### src/rtl/count_sched_pkg.sv
// Shared definitions for the count_sched run sequencer: state encoding,
// default operand sizing and requester ids.
package count_sched_pkg;

  typedef enum logic [1:0] {
    S_IDLE = 2'b00,
    S_RUN  = 2'b01,
    S_DONE = 2'b10
  } state_t;

  localparam int DEF_WIDTH = 8;
  localparam int DEF_STEP  = 1;

  localparam logic ID_REQ0 = 1'b0;
  localparam logic ID_REQ1 = 1'b1;

endpackage

### src/rtl/count_sched_rr_arb2.sv
// Two-way round-robin pick. Purely combinational; the caller owns the
// last-served pointer.
module rr_arb2 (
  input  logic req0,
  input  logic req1,
  input  logic last_id,
  output logic valid,
  output logic id
);

  assign valid = req0 | req1;
  // On contention the requester not served last wins.
  assign id    = (req0 & req1) ? ~last_id : req1;

endmodule

### src/rtl/count_sched.sv
// Round-robin sequencer for a shared bounded up-counter: grants one run at a
// time, steps start..end one STEP per clock, then pulses a tagged done.
module count_sched
  import count_sched_pkg::*;
#(
  parameter int WIDTH = DEF_WIDTH,
  parameter int STEP  = DEF_STEP
) (
  input  logic             clk,
  input  logic             rst_n,
  input  logic             req0,
  input  logic [WIDTH-1:0] start0,
  input  logic [WIDTH-1:0] end0,
  input  logic             req1,
  input  logic [WIDTH-1:0] start1,
  input  logic [WIDTH-1:0] end1,
  input  logic             hold,
  output logic [1:0]       grant,
  output logic             busy,
  output logic [WIDTH-1:0] count,
  output logic             done,
  output logic             done_id,
  output logic             err
);

  localparam logic [WIDTH-1:0] STEP_W = WIDTH'(STEP);

  state_t           state, state_nx;
  logic [WIDTH-1:0] run_end;
  logic             run_id;
  logic             last_id;
  logic             arb_vld, arb_id;
  logic [WIDTH-1:0] sel_start, sel_end, sel_diff;
  logic             sel_bad;
  logic             at_end;

  rr_arb2 u_arb (
    .req0    (req0),
    .req1    (req1),
    .last_id (last_id),
    .valid   (arb_vld),
    .id      (arb_id)
  );

  assign sel_start = arb_id ? start1 : start0;
  assign sel_end   = arb_id ? end1   : end0;
  assign sel_diff  = sel_end - sel_start;
  // Reject reversed ranges and ranges the step cannot land on exactly.
  assign sel_bad   = (sel_end < sel_start) || ((sel_diff % STEP_W) != '0);
  assign at_end    = (count == run_end);
  assign busy      = (state != S_IDLE);

  always_comb begin
    state_nx = state;
    case (state)
      S_IDLE: if (arb_vld) state_nx = sel_bad ? S_DONE : S_RUN;
      S_RUN:  if (!hold && at_end) state_nx = S_DONE;
      S_DONE: state_nx = S_IDLE;
      default: state_nx = S_IDLE;
    endcase
  end

  always_ff @(posedge clk) begin
    if (!rst_n) begin
      state   <= S_IDLE;
      grant   <= 2'b00;
      count   <= '0;
      run_end <= '0;
      run_id  <= ID_REQ0;
      last_id <= ID_REQ1;
      done    <= 1'b0;
      done_id <= ID_REQ0;
      err     <= 1'b0;
    end else begin
      state <= state_nx;
      grant <= 2'b00;
      done  <= 1'b0;
      err   <= 1'b0;
      case (state)
        S_IDLE: if (arb_vld) begin
          count   <= sel_start;
          run_end <= sel_end;
          run_id  <= arb_id;
          grant   <= (arb_id == ID_REQ1) ? 2'b10 : 2'b01;
          if (sel_bad) begin
            done    <= 1'b1;
            err     <= 1'b1;
            done_id <= arb_id;
          end
        end
        S_RUN: if (!hold) begin
          if (at_end) begin
            done    <= 1'b1;
            done_id <= run_id;
          end else begin
            count <= count + STEP_W;
          end
        end
        S_DONE: last_id <= run_id;
        default: ;
      endcase
    end
  end

endmodule

### config.mk
export PLATFORM = sky130hd
export DESIGN_NAME = count_sched
export DESIGN_NICKNAME = d
export VERILOG_FILES = /design/src/rtl/count_sched_pkg.sv /design/src/rtl/count_sched_rr_arb2.sv /design/src/rtl/count_sched.sv
export SDC_FILE = /design/constraint.sdc
export NUM_CORES = 1
export LEC_CHECK = 0
export CORE_UTILIZATION = 45
export CTS_BUF_LIST = sky130_fd_sc_hd__clkbuf_4 sky130_fd_sc_hd__clkbuf_8 sky130_fd_sc_hd__clkbuf_16
export DETAILED_ROUTE_END_ITERATION = 10
export PLACE_DENSITY = 0.87
export SETUP_SLACK_MARGIN = 0.05
export SYNTH_ARGS = -nofsm -noshare
export SYNTH_HDL_FRONTEND = slang
export SYNTH_HIERARCHICAL = 1
export SYNTH_SLANG_ARGS = --single-unit
### constraint.sdc
create_clock -name clk -period 5.58 [get_ports clk]
set_input_delay 0.558 -clock clk [delete_from_list [all_inputs] [get_ports clk]]
set_output_delay 0.558 -clock clk [all_outputs]
set_load 0.02 [all_outputs]
== Yosys cells after proc, flatten, opt, wreduce, memory -nomap -nowiden ==
Index checks and enable logic that the tools add are counted.
W data, S select, Z words.

* Flip-flop bits (word level): 25
* Bits in latches: 0
* Memory bits (writable): 0
* Memory bits (read-only): 0
* Output and inout bits: 14
* Word-level logic and storage cells: 56
* Memories kept: 0

* Add/sub/neg operators: 1
* Multipliers: 0
* Div/mod/pow operators: 0
* Order comparisons: 1
* Equality and inequality tests: 9
* Shift-type cells: 0
* Muxes and demuxes: 22
* Bitwise gates (word level): 3
* Reductions and logical operators: 11

{| class="wikitable"
|+ Operators with widths
! operator !! number
|-
| $mux W8 || 5
|-
| $pmux W8 S2 || 1
|-
| $ne A2 B2 Y1 const B || 6
|-
| $mux W1 || 9
|-
| $add A8 B1 Y8 const B || 1
|-
| $eq A8 B8 Y1 || 1
|-
| $lt A8 B8 Y1 || 1
|-
| $mux W2 || 4
|-
| $reduce_and A2 Y1 || 3
|-
| $reduce_and A5 Y1 || 1
|-
| $pmux W1 S2 || 2
|-
| $pmux W2 S2 || 1
|-
| $reduce_and A4 Y1 || 1
|-
| $reduce_bool A2 Y1 || 2
|-
| $reduce_and A3 Y1 || 1
|-
| $eq A2 B1 Y1 const B || 1
|-
| $eq A2 B2 Y1 const B || 1
|-
| $logic_not A2 Y1 || 1
|-
| $and A1 B1 Y1 || 1
|-
| $logic_and A1 B1 Y1 || 1
|-
| $logic_not A1 Y1 || 1
|-
| $not A1 Y1 || 1
|-
| $or A1 B1 Y1 || 1
|}

== Logic depth before layout (Yosys ltp) ==
Gate-level depths: netlist of run 1.

* Depth in word-level cells: 7
* Mapped depth: 10
* Gate-level depth less buffers: 8

== Hierarchy ==
The synthesis of run 1 kept the hierarchy.

{| class="wikitable"
|+ By module, submodules not included
! module !! instances !! cells each !! area an instance (µm²)
|-
| count_sched || 1 || 193 || 1630.3
|-
| rr_arb2 || 1 || 2 || 13.8
|}

== Worst setup path after synthesis of run 1 ==
OpenSTA, ideal clock, no wires.

* Path type: in2reg
* From: input req1
* To: register done_id
* Setup time: 0.072 ns
* Data arrival time: 2.684 ns
* Required time: 5.508 ns
* Setup slack: 2.824 ns
* Stages: 9
* Path buffers: 2
* Path through: a21boi_1 > buf_2 > buf_4 > mux2_2 > ha_1 > nand3_1 > a31oi_1 > o31ai_1 > mux2i_1

* Word-level cells in the longest chain between the ends: 6
* Elaborated cells between the ends (all ways): 12
* Those cells by class: order compare (1); eq/ne (2); mux (6); bitwise (2); reduce/logical (1)

{| class="wikitable"
|+ Ends and longest elaborated chain
! what !! line !! text
|-
| start: declaration || count_sched.sv:14 || <nowiki>input logic req1,</nowiki>
|-
| $and A1 B1 Y1 || count_sched_rr_arb2.sv:13 || <nowiki>assign id = (req0 & req1) ? ~last_id : req1;</nowiki>
|-
| $mux W1 (*) || count_sched_rr_arb2.sv:13 ||
|-
| $mux W8 (*) || count_sched.sv:46 || <nowiki>assign sel_end = arb_id ? end1 : end0;</nowiki>
|-
| named net sel_end[1] || count_sched.sv:33 || <nowiki>logic [WIDTH-1:0] sel_start, sel_end, sel_diff;</nowiki>
|-
| $lt A8 B8 Y1 (*) || count_sched.sv:49 || <nowiki>assign sel_bad = (sel_end < sel_start) || ((sel_diff % STEP_W) != '0);</nowiki>
|-
| $ne A2 B2 Y1 (no source line) (*) || -- ||
|-
| $reduce_and A5 Y1 (no source line) (*) || -- ||
|-
| end signal: assignment || count_sched.sv:88 || <nowiki>done_id <= arb_id;</nowiki>
|-
| end signal: assignment || count_sched.sv:94 || <nowiki>done_id <= run_id;</nowiki>
|-
| end: declaration || count_sched.sv:22 || <nowiki>output logic done_id,</nowiki>
|}

The timed path passes the listed nets; every way through them passes the cells marked *. The select of a mux whose other input is x is not followed.
A chain may end at the register's enable or synchronous reset.

== Worst setup path in the final report of run 1 ==
* From: input req1
* To: register done_id

* Word-level cells in the longest chain between the ends: 6
* Elaborated cells between the ends (all ways): 12
* Those cells by class: order compare (1); eq/ne (2); mux (6); bitwise (2); reduce/logical (1)

{| class="wikitable"
|+ Ends and longest elaborated chain
! what !! line !! text
|-
| $and A1 B1 Y1 || count_sched_rr_arb2.sv:13 ||
|-
| $mux W1 (*) || count_sched_rr_arb2.sv:13 ||
|-
| named net arb_id || count_sched.sv:32 || <nowiki>logic arb_vld, arb_id;</nowiki>
|-
| $mux W8 (*) || count_sched.sv:46 ||
|-
| named net sel_end[3] || count_sched.sv:33 ||
|-
| $lt A8 B8 Y1 (*) || count_sched.sv:49 ||
|-
| $ne A2 B2 Y1 (no source line) (*) || -- ||
|-
| $reduce_and A5 Y1 (no source line) (*) || -- ||
|}

Marks and branches as above.

==> run_results.csv, run 1 <==
group,metric,value,unit
die,rows,21,
setup_path,cp-end-kind,"register",
synthesis,synth_cells,195,
synthesis,ys_types,43,
placement,portBuffers,50,
die,core-area,3420,sq um
setup_path,path_class,"input port to register",
drt,drtPass1Iterations,4,
clocking,clk_latency,0.32,ns
power_and_ir_drop,p_leak,0.909,nW
finish,antenna_cells,0,
global_route,grt_max_degree,32,
clocking,htree_levels,1,
setup_path,crit_arrival,3.69,ns
drt,drtIter0Drc,84,
synthesis,avgSynthCellArea,8.43,sq um
global_route,grt-ovfl-total,0,
die,start_util,0.481,
synthesis,synth_edf_count,0,
sta,report.final.slew_viol_count,0,
finish,utilization,0.641,
die,die_x,62.4,microns
outcome,status,"complete, no violations",
global_route,grt_pass1_vias,1528,
finish,n_fill_cell,285,
setup_path,cp_cell_sequence,"clkdlybuf4s50_1, a21boi_2, mux2_2, ha_1, a211oi_1, a31oi_1, o31ai_1, mux2i_1",
die,fp.dieH,62.4,microns
clocking,cts_resized,0,
clocking,cts_made_buffers,3,
sta,skew,0.00496,ns
setup_path,crit_path_start_kind,"input port",
synthesis,yosys_register_bits,25,
worst_hold_path,hold_path_class,"register to register",
placement,dp_slack,1.77,ns
clocking,clock-sinks,25,
drt,ant_nets,0,
sta,hold_violations,0,
clocking,clk_pin_slew,0.14,ns
finish,drive_gt1_frac,0.0837,
sta,worst_slew_pin_slew,1.16,ns
synthesis,yosysTopAreaCell,"dfxtp_1",
drt,wl_per_cell,14.2,microns
sta,min_period_over_period,0.612,
sta,setup-tns-final,0,ns
clocking,cts_hold_buf,0,
sta,fmax,0.293,GHz
synthesis,yosysSeqAreaShare,0.304,
global_route,antenna_found_initial,0,
synthesis,synthesis.area,1640,sq um
die,ios,51,
synthesis,syn_nets,240,
drt,wl,4060,microns
placement,place_congestion,0.862,
synthesis,synthFlopType,"dfxtp_1",
setup_path,crit_path_max_fanout,22,
power_and_ir_drop,ir_drop,0.145,mV
synthesis,async_reset_ff_frac,0,
global_route,grt_pass1_wl,6830,microns
sta,slew_headroom,0.222,
job,drv_cap,0,
setup_path,max_stage_delay,0.88,ns
setup_path,critical_path_required,5.85,ns
drt,viasPerCell,5.63,
clocking,post-cts-setup-buffers,0,
placement,dp_hpwl,3110,microns
clocking,max-clock-path-buffers,2,
sta,fin_ws,2.16,ns
clocking,cts_tree,"built",
synthesis,synth_top_area_frac,0.304,
sta,finalCriticalPeriod,3.42,ns
clocking,cts-root-buf,"clkbuf_4",
finish,syn_to_final_growth,33.3,%
power_and_ir_drop,power_density,282,nW/um^2
sta,rsz0062_at_grt,"false",
synthesis,synth_area_leaders,"dfxtp_1 30%, nand2_1 8.7%, mux2i_1 7.3%, ha_1 6.1%, mux2_2 5.5%",
global_route,track_usage,0.218,
drt,drc,0,
die,die_area,3900,sq um
finish,nNetsFinal,285,
sta,finalSetupViolCount,0,
synthesis,ys.warnings.count,6,
setup_path,slowest_stage,"a21boi_2",
drt,via_count,1605,
## through the flow
step,std cells,hold WS (ns),cell area [sq um],power [mW]
5_1_grt,285,0.513,2190,0.658
3_5_place_dp,281,0.477,2160,0.535
6_report,285,0.491,2190,0.617
4_1_cts,285,0.496,2190,0.619
2_1_floorplan,195,0.445,1640,0.434
3_3_place_gp,281,0.471,2160,0.529
## synthesized netlist by cell type, types with 2 or more instances
library cell,instances
nand2_1,38
dfxtp_1,25
mux2i_1,12
nor2_1,10
a21boi_0,9
xor2_1,9
clkbuf_1,8
ha_1,8
mux2_2,8
nand3_1,7
nand2b_1,6
and3_1,5
o21ai_0,5
a21oi_1,4
a31o_2,3
and2_1,3
a211oi_1,2
a21o_1,2
a31oi_1,2
a32o_1,2
inv_1,2
nor2b_1,2
nor4_4,2
o211ai_1,2
## worst max-delay path: cells and delay by family
kind | cells | cell delay (ns)
AOI/OAI and AO/OA | 4 | 1.68
muxes | 2 | 0.67
buffers and inverters | 1 | 0.47
adders and majority gates | 1 | 0.31
## kinds of logic (layout without fill, tap and decap cells)
kind of cell             Yosys count  count (layout)  share of synthesized area
buffers and inverters             12              56                     0.0304
XOR/XNOR                           9               9                     0.0479
adder cells (fa/ha/maj)            8               8                     0.0609
multiplexers                      20              20                      0.128
AO/OA/AOI/OAI                     41              41                      0.183
flip-flops                        25              25                      0.304
AND/OR/NAND/NOR                   80              80                      0.245
## per-layer routing
metal  global-route usage  part of all wire  vias up  wire length, microns
li1                     -                 -      790                     -
met1                0.258              0.43      756                  1760
met2                0.385              0.50       47                  2050
met3               0.0474             0.038       12                   156
met4               0.0756             0.022        0                    89
met5                    0                 0        -                     0
## sequential cells by signal (all words and copies together) (netlist names)
name	cells
done_id	1
state	2
run_id	1
last_id	1
done	1
run_end	8
err	1
count	8
grant	2
## path summary, 6_finish.rpt
check | from | slack [ns] | to | depth (start not counted)
max | req1 | 2.16 | done_id$_SDFFE_PN0P_ | 8
min | run_end[5]$_SDFFE_PN0P_ | 0.49 | run_end[5]$_SDFFE_PN0P_ | 2
max reg2reg | last_id$_SDFFE_PN1N_ | 2.53 | done_id$_SDFFE_PN0P_ | 7
min reg2reg | run_end[5]$_SDFFE_PN0P_ | 0.49 | run_end[5]$_SDFFE_PN0P_ | 2
## power breakdown
group / internal [mW] / leakage (nW) / total, mW / switching [mW]
sequential: 0.209 / 0.206 / 0.244 / 0.0351
combinational: 0.137 / 0.685 / 0.289 / 0.153
clock: 0.0269 / 0.0177 / 0.0833 / 0.0564
total: 0.373 / 0.909 / 0.617 / 0.244
## cell usage in the layout, fill, tap and decap left out, drive strengths merged, types with 3 or more instances in the layout
cell type	synthesis	final
and3	5	5
nand3	7	7
nand2b	6	6
nand2	39	39
nor2	11	11
a31o	3	3
ha	8	8
dfxtp	25	25
o21ai	5	5
clkbuf	8	3
mux2i	12	12
mux2	8	8
xor2	9	9
clkdlybuf4s50	0	50
and2	3	3
a21boi	10	10
a21oi	4	4
## area by class of cell
cell class / count / area [sq um] / area share
sequential: 25 / 500 / 0.228
inverter: 2 / 7.51 / 0.00343
timing repair buffer: 50 / 500 / 0.228
clock inverter: 1 / 5.00 / 0.00228
clock buffer: 3 / 22.5 / 0.0103
multi-input combinational: 158 / 1100 / 0.501
tap: 46 / 57.6 / 0.0263
(Power assumes the default switching activity.)
==> run 2, diff against run 1 <==
--- a/config.mk
+++ b/config.mk
@@ -5,10 +5,10 @@
 export SDC_FILE = /design/constraint.sdc
 export NUM_CORES = 1
 export LEC_CHECK = 0
-export CORE_UTILIZATION = 45
+export CORE_UTILIZATION = 42
 export CTS_BUF_LIST = sky130_fd_sc_hd__clkbuf_4 sky130_fd_sc_hd__clkbuf_8 sky130_fd_sc_hd__clkbuf_16
 export DETAILED_ROUTE_END_ITERATION = 10
-export PLACE_DENSITY = 0.87
+export PLACE_DENSITY = 0.85
 export SETUP_SLACK_MARGIN = 0.05
 export SYNTH_ARGS = -nofsm -noshare
 export SYNTH_HDL_FRONTEND = slang
==> constraint.sdc (replaced) <==
create_clock -name clk -period 3.06 [get_ports clk]
set_input_delay 0.306 -clock clk [delete_from_list [all_inputs] [get_ports clk]]
set_output_delay 0.306 -clock clk [all_outputs]
set_load 0.02 [all_outputs]
==> run 2 against run 1 <==
Sequential cell count stayed put. Non-clock buffer count is 1 higher. Clock skew is 0.0028 ns lower. Largest cell class unchanged.
==> run_results.csv, run 2 (synthesis results as in run 1) <==
group,metric,value,unit
power_and_ir_drop,p_leak,0.925,nW
clocking,cts-root-buf,"clkbuf_8",
drt,via_count,1614,
setup_path,cp_num_cells,9,
die,start_util,0.442,
clocking,htree_levels,1,
setup_path,cp_cell_sequence,"clkdlybuf4s50_1, a21boi_2, buf_12, mux2_2, ha_1, a211oi_1, a31oi_1, o31ai_1, mux2i_1",
sta,slew_headroom,0.354,
finish,drive_gt1_frac,0.0875,
global_route,met1_usage,0.260,
die,fp.dieH,64.6,microns
setup_path,crit_path_max_fanout,22,
clocking,cts_hold_buf,0,
die,rows,22,
global_route,grt_max_degree,32,
clocking,max-clock-path-buffers,2,
drt,viasPerCell,5.60,
sta,skew,0.00212,ns
die,die_area,4170,sq um
drt,ant_nets,0,
finish,largestRegisters,"count: 8 flops, run_end: 8 flops",
die,die_x,64.6,microns
drt,wl,4200,microns
finish,utilization,0.601,
sta,finalCriticalPeriod,2.67,ns
global_route,grt-ovfl-total,0,
drt,drc,0,
power_and_ir_drop,power_density,530,nW/um^2
global_route,antenna_found_initial,0,
clocking,clk_pin_slew,0.09,ns
sta,finalSetupViolCount,0,
placement,dp_hpwl,3160,microns
setup_path,critPathBufInv,2,
finish,nNetsFinal,286,
setup_path,slowest_stage,"clkdlybuf4s50_1",
outcome,status,"complete, no violations",
sta,worst_slew_pin_slew,0.965,ns
finish,antenna_cells,0,
sta,fin_ws,0.390,ns
setup_path,crit_arrival,2.87,ns
clocking,clock-sinks,25,
clocking,cts_resized,0,
clocking,clk_latency,0.27,ns
finish,layout_commonest_cell,"clkdlybuf4s50_1",
power_and_ir_drop,ir_drop,0.398,mV
placement,dp_slack,0.115,ns
finish,stdcell_area,2230,sq um
finish,n_fill_cell,332,
clocking,cts_tree,"built",
global_route,use_met2,0.412,
setup_path,path_class,"input port to register",
sta,min_period_over_period,0.872,
sta,fmax,0.375,GHz
drt,drtPass1Iterations,4,
finish,mostFrequentLayoutCells,"50 x clkdlybuf4s50_1, 38 x nand2_1, 25 x dfxtp_1, 12 x mux2i_1, 10 x nor2_1",
setup_path,crit_path_start_kind,"input port",
drt,wl_per_cell,14.6,microns
sta,report.final.slew_viol_count,0,
global_route,grtUsageMet3,0.0370,
global_route,grt_pass1_wl,7170,microns
global_route,track_usage,0.220,
setup_path,cp-end-kind,"register",
clocking,post-cts-setup-buffers,0,
setup_path,worstRegToRegCells,8,
setup_path,rrSetupSlack,0.59,ns
placement,place_congestion,0.857,
drt,drtIter0Drc,89,
setup_path,critical_path_required,3.26,ns
die,ios,51,
sta,hold_violations,0,
job,drv_cap,0,
finish,syn_to_final_growth,35.8,%
sta,setup-tns-final,0,ns
die,core-area,3720,sq um
worst_hold_path,hold_depth,2,
sta,rsz0062_at_grt,"false",
clocking,cts_made_buffers,3,
global_route,grt_pass1_vias,1580,
placement,place_area,2190,sq um
setup_path,cp_top_family,"compound AO/OA/AOI/OAI gates",
worst_hold_path,hold_path_class,"register to register",
placement,portBuffers,50,
setup_path,max_stage_delay,0.47,ns
global_route,busiest_layer,"met2",
## run 2: cell types whose count changed in the layout (fill, tap and decap cells not counted), sizes merged
cell / change
buf: +1
## run 2: worst paths after layout
kind,start,to
min reg2reg,run_end[2]$_SDFFE_PN0P_,run_end[2]$_SDFFE_PN0P_
max,req1,done_id$_SDFFE_PN0P_
min,run_end[2]$_SDFFE_PN0P_,run_end[2]$_SDFFE_PN0P_
max reg2reg,last_id$_SDFFE_PN1N_,done_id$_SDFFE_PN0P_
## run 2: layer usage
| layer | up-vias | wire (microns) |
|---|---|---|
| met5 | - | 0 |
| met4 | 0 | 40 |
| met3 | 7 | 168 |
| met2 | 48 | 2220 |
| met1 | 770 | 1770 |
| li1 | 789 | - |
## run 2: final cells by class
cell class	count	area, sq um	share of cell area
Inverter	2	7.51	0.00336
Sequential cell	25	500	0.224
Timing Repair Buffer	51	520	0.233
Multi-Input combinational cell	158	1100	0.492
Clock buffer	3	41.3	0.0185
Clock inverter	1	5.00	0.00224
Tap cell	48	60.1	0.0269
## run 2: per-stage QoR
step           power, mW  instances  hold WS (ns)
6_report            1.18        288         0.494
5_1_grt             1.26        288         0.517
4_1_cts             1.18        288         0.491
3_5_place_dp       0.985        284         0.478
3_3_place_gp       0.973        284         0.469
2_1_floorplan      0.791        195         0.445
## run 2: tightest hold or removal path, delay by kind of cell, from the launching register on
family | cells | cell delay [ns]
flops | 1 | 0.33
compound gates | 1 | 0.06
simple gates | 1 | 0.05
## run 2: report_power, final
group / switching, mW / internal [mW]
Combinational: 0.282 / 0.254
Clock: 0.109 / 0.0913
Sequential: 0.0647 / 0.381
Total: 0.456 / 0.726
==> run 3, diff against run 2 <==
--- a/config.mk
+++ b/config.mk
@@ -5,10 +5,12 @@
 export SDC_FILE = /design/constraint.sdc
 export NUM_CORES = 1
 export LEC_CHECK = 0
+export ABC_AREA = 1
+export CORE_MARGIN = 2
 export CORE_UTILIZATION = 42
 export CTS_BUF_LIST = sky130_fd_sc_hd__clkbuf_4 sky130_fd_sc_hd__clkbuf_8 sky130_fd_sc_hd__clkbuf_16
 export DETAILED_ROUTE_END_ITERATION = 10
-export PLACE_DENSITY = 0.85
+export PLACE_DENSITY = 0.86
 export SETUP_SLACK_MARGIN = 0.05
 export SYNTH_ARGS = -nofsm -noshare
 export SYNTH_HDL_FRONTEND = slang
==> run 3 against run 2 <==
Combinational power grew 66%. Register-to-register slack improved by 0.19 ns. Clock skew up 0.0042 ns. Count of clock-buffer cells in the layout unchanged. Sequential cell count did not move. Area after synthesis decreased by 3.7%. Utilization shrank 0.36 points. Via count grew 0.74%. Worst setup slack better by 0.20 ns. Die area up 2.6%. Non-clock buffer count is 2 higher. Sequential share of layout area is 0.65 points higher. Largest cell class unchanged.
==> run_results.csv, run 3 <==
group,metric,value,unit
outcome,status,"complete, no violations",
clocking,cts_made_buffers,3,
finish,mostFrequentLayoutCells,"61 x nand2_1, 50 x clkdlybuf4s50_1, 25 x nor2_1, 25 x dfxtp_1, 21 x inv_1",
synthesis,yosys_register_bits,25,
clocking,cts_tree,"built",
setup_path,crit_path_frequent_cell,"nand2_1",
synthesis,yosysTopAreaCell,"dfxtp_1",
finish,drive_gt1_frac,0.0789,
finish,antenna_cells,0,
setup_path,critPathBufInv,4,
synthesis,synth_cells,229,
placement,place_area,2120,sq um
power_and_ir_drop,share_seq_of_total_power,0.334,
clocking,cts_resized,0,
finish,utilization,0.597,
drt,wl_per_cell,12.2,microns
setup_path,crit_path_start_kind,"input port",
clocking,htree_levels,1,
die,ios,51,
power_and_ir_drop,comb_power_share,0.545,
die,start_util,0.436,
power_and_ir_drop,p_switching,723,uW
drt,drc,0,
clocking,cts-root-buf,"clkbuf_8",
sta,finalSetupViolCount,0,
job,drv_cap,0,
power_and_ir_drop,ir_drop,0.347,mV
clocking,clk_latency,0.27,ns
setup_path,cp_top_family,"buffers and inverters",
synthesis,synth_common_cells,"61 x nand2_1, 25 x dfxtp_1, 25 x nor2_1, 21 x inv_1, 19 x o21ai_0",
global_route,grt_pass1_wl,6840,microns
clocking,clk_pin_slew,0.09,ns
drt,via_count,1626,
sta,worst_slew_pin_slew,0.731,ns
clocking,max-clock-path-buffers,2,
global_route,grt-ovfl-total,0,
drt,wl,3990,microns
sta,min_period_over_period,0.808,
power_and_ir_drop,p_sw_frac,0.443,
power_and_ir_drop,power_density,752,nW/um^2
setup_path,cp-end-kind,"register",
finish,layout_commonest_cell,"nand2_1",
synthesis,synthXorXnorAreaFrac,0.0443,
die,die_area,4280,sq um
sta,report.final.slew_viol_count,0,
die,core-area,3630,sq um
synthesis,synth_area_leaders,"dfxtp_1 32%, nand2_1 14%, ha_1 6.3%, o21ai_0 6.0%, nor2_1 5.9%",
setup_path,cp_cell_sequence,"clkdlybuf4s50_1, inv_1, a21oi_2, buf_4, inv_4, nand2_1, nand2_1, ha_1, a21oi_1, nor2_1, a211oi_1, nand2_2, nand2_2, nand3_1, nand2_1, nor2_1",
global_route,antenna_found_initial,0,
power_and_ir_drop,p_leak,0.966,nW
die,rows,22,
placement,place_congestion,0.896,
synthesis,synthesis.area,1580,sq um
synthesis,ys.warnings.count,6,
clocking,post-cts-setup-buffers,0,
setup_path,crit_path_max_fanout,19,
synthesis,synth_edf_count,0,
global_route,track_usage,0.203,
sta,slew_headroom,0.507,
power_and_ir_drop,clockPowerShare,0.121,
setup_path,path_class,"input port to register",
sta,hold_violations,0,
synthesis,syn_nets,274,
sta,rsz0062_at_grt,"false",
drt,drtPass1Iterations,4,
finish,syn_to_final_growth,37.1,%
synthesis,avgSynthCellArea,6.91,sq um
placement,dp_hpwl,3050,microns
drt,drtIter0Drc,84,
placement,portBuffers,50,
synthesis,async_reset_ff_frac,0,
setup_path,critical_path_required,3.24,ns
synthesis,synthFlopType,"dfxtp_1",
sta,fmax,0.404,GHz
synthesis,synth_fa_ha_area_frac,0.0632,
sta,skew,0.00634,ns
power_and_ir_drop,power.internal,909,uW
drt,ant_nets,0,
synthesis,synth_compound_area_frac,0.159,
die,die_x,65.4,microns
synthesis,synth_top_family_by_area,"simple AND/OR/NAND/NOR gates",
synthesis,yosysSeqAreaShare,0.316,
synthesis,synth_top_area_frac,0.316,
finish,stdcell_area,2170,sq um
die,fp.dieH,65.4,microns
sta,setup-tns-final,0,ns
setup_path,slowest_stage,"clkdlybuf4s50_1",
clocking,clock-sinks,25,
clocking,cts_hold_buf,0,
global_route,grt_pass1_vias,1620,
setup_path,max_stage_delay,0.48,ns
sta,finalCriticalPeriod,2.47,ns
synthesis,yosys-mux-area-fraction,0.0443,
global_route,grt_max_degree,20,
drt,viasPerCell,4.97,
worst_hold_path,hold_path_class,"register to register",
synthesis,yosysMostFrequentCell,"nand2_1",
finish,nNetsFinal,325,
finish,largestRegisters,"count: 8 flops, run_end: 8 flops",
setup_path,crit_arrival,2.65,ns
synthesis,yosys.area_share.simple,0.283,
synthesis,ys_types,30,
-- run 3: changes by cell type after synthesis, sizes merged, moves of 10 or more --
cell	delta
nand2	+26
inv	+23
nor2	+16
o21ai	+15
a21boi	-10
-- run 3: final timing paths --
kind | slack [ns] | end | cells past startpoint | start
setup reg to reg | 0.78 | done_id$_SDFFE_PN0P_ | 14 | last_id$_SDFFE_PN1N_
setup / recovery | 0.59 | done_id$_SDFFE_PN0P_ | 16 | req1
hold reg to reg | 0.49 | run_end[0]$_SDFFE_PN0P_ | 2 | run_end[0]$_SDFFE_PN0P_
hold / removal | 0.49 | run_end[0]$_SDFFE_PN0P_ | 2 | run_end[0]$_SDFFE_PN0P_
-- run 3: power groups by stage --
stage          logic (mW)  registers, mW  clock network (mW)
3_3_place_gp        0.866          0.547                   0
3_5_place_dp        0.885          0.551                   0
4_1_cts             0.890          0.543               0.205
5_1_grt             0.991          0.559               0.217
6_report            0.890          0.545               0.198
2_1_floorplan       0.508          0.606                   0
-- run 3: cell families (layout without fill, tap and decap cells) --
logic type	after synthesis	count (layout)
buffers and inverters	32	82
muxes	7	7
DFF	25	25
AOI/OAI and AO/OA	42	42
xor gates and xnor gates	8	8
and+or+nand+nor	107	107
adders and majority gates	8	8
-- run 3: routing by layer --
metal  part of all wire  global-route usage  vias to the layer above
li1                   -                   -                      847
met1               0.43               0.251                      722
met2               0.50               0.360                       50
met3              0.050              0.0223                        7
met4              0.019              0.0807                        0
met5                  0                   0                        -
-- run 3: cell type report --
class                   instances  area, sq um
clock buffers                   3         41.3
repair buffers                 53          523
inverters                      25         96.3
flip-flops and latches         25          500
multi-input cells             172          943
well taps                      48         60.1
clock inverters                 1         5.00
fillers                       355         1460
-- run 3: through the flow --
| stage | cells | total power [mW] | worst slack [ns] | hold WS (ns) |
|---|---|---|---|---|
| final | 327 | 1.63 | 0.586 | 0.495 |
| after global routing | 327 | 1.77 | 0.351 | 0.529 |
| after CTS | 327 | 1.64 | 0.570 | 0.496 |
| after detailed placement | 323 | 1.44 | 0.303 | 0.476 |
| after global placement | 323 | 1.41 | 0.399 | 0.470 |
| after floorplan | 229 | 1.11 | 1.05 | 0.444 |
-- run 3: tightest hold or removal path, delay by kind of cell, from the launching register on --
family,cells,cell delay [ns]
DFF,1,0.33
AOI/OAI and AO/OA,1,0.07
buffers and inverters,1,0.05
